===== src/rtl/axi_rw_arbiter.sv =====
// Round-robin arbiter granting a shared memory port to AXI write or read bursts.
// Registered outputs, sticky burst-timeout flag and wrapping completion counters.
module axi_rw_arbiter #(
    parameter int unsigned TIMEOUT_CYCLES = 1024,
    parameter int unsigned CNT_WIDTH      = 16
) (
    input  logic                 ACLK,
    input  logic                 ARESET,
    input  logic                 wr_req,
    input  logic                 rd_req,
    input  logic                 wr_done,
    input  logic                 rd_done,
    output logic                 wr_grant,
    output logic                 rd_grant,
    output logic                 aw_ready,
    output logic                 ar_ready,
    output logic                 timeout_err,
    output logic [CNT_WIDTH-1:0] wr_count,
    output logic [CNT_WIDTH-1:0] rd_count,
    output logic                 last_gnt
);

    typedef enum logic [2:0] {
        IDLE,
        WR_ADDR,
        WR_BUSY,
        RD_ADDR,
        RD_BUSY
    } state_e;

    localparam logic [15:0] TMO_LAST = 16'(TIMEOUT_CYCLES - 1);

    state_e               state_q, state_d;
    logic [15:0]          tmo_q, tmo_d;
    logic [CNT_WIDTH-1:0] wr_cnt_q, wr_cnt_d;
    logic [CNT_WIDTH-1:0] rd_cnt_q, rd_cnt_d;
    logic                 last_gnt_q, last_gnt_d;
    logic                 err_q, err_d;
    logic                 wr_grant_q, wr_grant_d;
    logic                 rd_grant_q, rd_grant_d;
    logic                 aw_ready_q, aw_ready_d;
    logic                 ar_ready_q, ar_ready_d;
    logic                 tmo_hit;

    assign tmo_hit = (tmo_q == TMO_LAST);

    always_comb begin
        state_d    = state_q;
        tmo_d      = tmo_q;
        wr_cnt_d   = wr_cnt_q;
        rd_cnt_d   = rd_cnt_q;
        last_gnt_d = last_gnt_q;
        err_d      = err_q;
        // Port outputs trail the state by one register stage
        wr_grant_d = (state_q == WR_ADDR) || (state_q == WR_BUSY);
        rd_grant_d = (state_q == RD_ADDR) || (state_q == RD_BUSY);
        aw_ready_d = (state_q == WR_ADDR);
        ar_ready_d = (state_q == RD_ADDR);
        unique case (state_q)
            IDLE: begin
                if (wr_req && (!rd_req || last_gnt_q)) begin
                    state_d    = WR_ADDR;
                    last_gnt_d = 1'b0;
                end else if (rd_req) begin
                    state_d    = RD_ADDR;
                    last_gnt_d = 1'b1;
                end
            end
            WR_ADDR: begin
                state_d = WR_BUSY;
                tmo_d   = '0;
            end
            RD_ADDR: begin
                state_d = RD_BUSY;
                tmo_d   = '0;
            end
            WR_BUSY: begin
                // A completing done outranks a coincident timeout
                if (wr_done) begin
                    state_d  = IDLE;
                    wr_cnt_d = wr_cnt_q + 1'b1;
                end else if (tmo_hit) begin
                    state_d = IDLE;
                    err_d   = 1'b1;
                end else begin
                    tmo_d = tmo_q + 16'd1;
                end
            end
            RD_BUSY: begin
                if (rd_done) begin
                    state_d  = IDLE;
                    rd_cnt_d = rd_cnt_q + 1'b1;
                end else if (tmo_hit) begin
                    state_d = IDLE;
                    err_d   = 1'b1;
                end else begin
                    tmo_d = tmo_q + 16'd1;
                end
            end
            default: state_d = IDLE;
        endcase
    end

    always_ff @(posedge ACLK or posedge ARESET) begin
        if (ARESET) begin
            state_q    <= IDLE;
            tmo_q      <= '0;
            wr_cnt_q   <= '0;
            rd_cnt_q   <= '0;
            last_gnt_q <= 1'b1;
            err_q      <= 1'b0;
            wr_grant_q <= 1'b0;
            rd_grant_q <= 1'b0;
            aw_ready_q <= 1'b0;
            ar_ready_q <= 1'b0;
        end else begin
            state_q    <= state_d;
            tmo_q      <= tmo_d;
            wr_cnt_q   <= wr_cnt_d;
            rd_cnt_q   <= rd_cnt_d;
            last_gnt_q <= last_gnt_d;
            err_q      <= err_d;
            wr_grant_q <= wr_grant_d;
            rd_grant_q <= rd_grant_d;
            aw_ready_q <= aw_ready_d;
            ar_ready_q <= ar_ready_d;
        end
    end

    assign wr_grant    = wr_grant_q;
    assign rd_grant    = rd_grant_q;
    assign aw_ready    = aw_ready_q;
    assign ar_ready    = ar_ready_q;
    assign timeout_err = err_q;
    assign wr_count    = wr_cnt_q;
    assign rd_count    = rd_cnt_q;
    assign last_gnt    = last_gnt_q;

endmodule

===== config.mk =====
export PLATFORM = sky130hd
export DESIGN_NAME = axi_rw_arbiter
export DESIGN_NICKNAME = d
export VERILOG_FILES = /design/src/rtl/axi_rw_arbiter.sv
export SDC_FILE = /design/constraint.sdc
export NUM_CORES = 1
export LEC_CHECK = 0
export BUFFER_PORTS_ARGS = -buffer_cell sky130_fd_sc_hd__buf_4
export CAP_MARGIN = 20
export CORE_MARGIN = 2
export CORE_UTILIZATION = 50
export DETAILED_ROUTE_END_ITERATION = 6
export PLACE_DENSITY = 0.73
export SLEW_MARGIN = 40
export SYNTH_ARGS = -nofsm -noshare
export SYNTH_HDL_FRONTEND = slang
export SYNTH_SLANG_ARGS = --single-unit

===== constraint.sdc =====
create_clock -name ACLK -period 2.2 [get_ports ACLK]
set_input_delay 0.44 -clock ACLK [delete_from_list [all_inputs] [get_ports ACLK]]
set_output_delay 0.44 -clock ACLK [all_outputs]
set_load 0.05 [all_outputs]

==> flow_summary.toml <==
[power]
leakagePower_nw = 1.64
internal_power_mw = 2.29
power.density_nw_per_um2 = 1060
peakVddDrop_mv = 0.733
pwr-share-comb_pct = 32.0
swShare_pct = 37.8
seqPwrFrac_pct = 37.6
clkPwrFrac_pct = 30.3
p_sw_mw = 1.39

[clocking]
cts_resized = 0
cts.htree.levels = 3
ctsHoldBuffers = 0
cts-buffers-inserted = 9
clk_path_buf_depth = 2
clk_latency_ps = 340
root_buffer = "clkbuf_8"
cts.sinks = 57
cts_tree = "done"
cts_setup_buffers = 0
clk_pin_slew_ps = 70

[layout]
final_common_cell = "dfrtp_1"
regArea_um2 = 1430
layout_common_cells = "dfrtp_1 (56), buf_4 (49), nand2_1 (22), xnor2_1 (20), nand3_1 (17)"
fillers = 471
syn2layout_area_growth_pct = 23.0
multi_input_area_um2 = 1300
drive_above_1_share_pct = 24.1
final_area_um2 = 3470
antenna_cells = 0
fin_nets = 328

[synth]
synth.top_cell.area_share_pct = 49.7
async_flop_share_pct = 100
ys_seq_area_share_pct = 50.6
netlist_top_cells_area = "dfrtp_1 (50%), xnor2_1 (6.2%), xor2_1 (3.4%)"
ys_warn_count = 0
synth_cell_type_count = 46
syn_nets = 278
netlist_area_um2 = 2820
avgSynthCellArea_um2 = 10.5
ys.flop_type = "dfrtp_1"
synth_edf_count = 0
synth_seq_cells = 57
yosysTopAreaCell = "dfrtp_1"
synthCells = 269

[global_routing]
grt_pass1_vias = 2040
antenna_found_initial = 0
grt_overflow_total = 0
grt_pass1_wl_mm = 9.93
grt_max_degree = 58
grt_usage_pct = 20.4

[timing]
slew_violations = 0
setup-violations-final = 0
worst_pin_slew_ps = 625
skew_ps = 5.35
post-route-min-period_ps = 1970
period_share_pct = 89.3
setup_tns_ps = 0
rsz0062_at_grt = "no"
slew-limit-headroom_pct = 58.3
hold_viol = 0
fmax_ghz = 0.509

[setup_path]
slowest_stage = "dfrtp_1"
crit_arrival_ps = 2230
cp-end-kind = "register"
critical-path-max-stage-delay_ps = 530
cp.required_ps = 2460
crit_path_max_fanout = 18
crit_type = "reg2reg"
worst-path-buf-inv = 0
start_kind = "register"
path_cells = "nor4b_2, nor2_2, or4_1, a21oi_1"
critPathTopFamily = "simple AND/OR/NAND/NOR gates"

[die]
die-height_um = 79.1
boundaryPins = 44
dieArea_um2 = 6250
die_x_um = 79.1
start_util_pct = 51.5
placementRows = 27
coreArea_um2 = 5470

[worst_hold_path]
hp-class = "in2async"

[detailed_routing]
via_count = 2193
first_pass_iters = 4
drt-total-wl_mm = 5.72
ant_nets = 0
wl_per_cell_um = 14.4
drcViolationCount = 0
vias_per_cell = 5.54
drtIter0Drc = 103

[run]
drv_cap = 0

[placement]
gp_congestion = 0.763
portBuffers = 43
place_area_um2 = 3240
dp_hpwl_mm = 3.96

[status]
status = "complete, no violations"
## cell usage after synthesis (3+ instances only)
cell,number
dfrtp_1,56
nand2_1,22
xnor2_1,20
nand3_1,17
nor2_1,14
nand4_1,13
a21oi_1,12
xor2_1,11
and4_1,9
inv_1,9
nor3_1,9
o31ai_1,8
or4_1,7
and3_1,6
buf_2,6
nand2b_1,4
a31oi_1,3
clkbuf_1,3
ha_1,3
## routing by layer
metal	vias up	share of wire, %	GRT usage, %
met3	11	3.9	4.89
met5	-	0	0
met1	1051	48	27.6
li1	1092	-	-
met4	0	1.8	8.62
met2	39	47	31.7
## metrics by stage
stage / setup slack [ps] / hold WS (ps) / power (mW) / util [%] / cells
floorplan: 362 / 510 / 2.22 / - / 269
global placement: 242 / 459 / 2.56 / 59.1 / 380
detailed placement: 263 / 469 / 2.59 / 59.2 / 380
CTS: 246 / 171 / 3.71 / 63.4 / 396
global route: 37.8 / 176 / 3.88 / 63.4 / 396
finish: 235 / 161 / 3.68 / 63.4 / 396
## registers in the layout, indices dropped and copies added (netlist names)
| signal | count |
|---|---|
| tmo_q | 16 |
| wr_grant | 1 |
| rd_grant | 1 |
| rd_count | 16 |
| aw_ready | 1 |
| last_gnt | 1 |
| ar_ready | 1 |
| timeout_err | 1 |
| state_q | 3 |
| wr_count | 16 |
## path summary, 6_finish.rpt
| check | start | endpoint | slack, ps | cells after the start |
|---|---|---|---|---|
| min in group ACLK | wr_req | last_gnt$_DFFE_PP1P_ | 270 | 2 |
| max in group asynchronous | ARESET | last_gnt$_DFFE_PP1P_ | 1740 | 3 |
| worst max register to register | state_q[1]$_DFFE_PP0P_ | tmo_q[11]$_DFFE_PP0P_ | 230 | 4 |
| worst max-delay path | state_q[1]$_DFFE_PP0P_ | tmo_q[11]$_DFFE_PP0P_ | 230 | 4 |
| worst min register to register | timeout_err$_DFFE_PP0P_ | timeout_err$_DFFE_PP0P_ | 480 | 2 |
| worst min-delay path | ARESET | wr_count[9]$_DFFE_PP0P_ | 160 | 3 |
## power groups by stage
stage	logic, mW	clock network, mW	registers (mW)
after floorplan	0.512	0	1.71
after global routing	1.29	1.18	1.41
final	1.18	1.12	1.39
after CTS	1.19	1.14	1.38
after global placement	1.17	0	1.39
after detailed placement	1.19	0	1.40
## cell type report
class | count | share of cell area, %
inverter | 9 | 0.974
multi-input combinational | 192 | 37.5
timing repair buffer | 50 | 11.2
clock buffer | 11 | 4.37
clock inverter | 5 | 2.24
sequential | 57 | 41.2
tap | 72 | 2.60
## kinds of logic (layout without fill, tap and decap cells)
kind of cell               count (synthesis)  after routing  share of synthesized area [%]
and+or+nand+nor                          117            117                           24.7
DFF                                       57             57                           50.6
AOI/OAI and AO/OA                         37             37                           8.88
xor gates and xnor gates                  31             31                           9.63
buffers and inverters                     20             75                           3.33
muxes                                      4              4                           1.51
adders and majority gates                  3              3                           1.33
## worst reg2reg max path, delay by kind of cell (launching register included)
| family | cells | cell delay, ps |
|---|---|---|
| AND/OR/NAND/NOR | 3 | 1210 |
| flip-flops | 1 | 530 |
| AO/OA/AOI/OAI | 1 | 160 |
No activity file was read; power rests on OpenSTA's default activity.
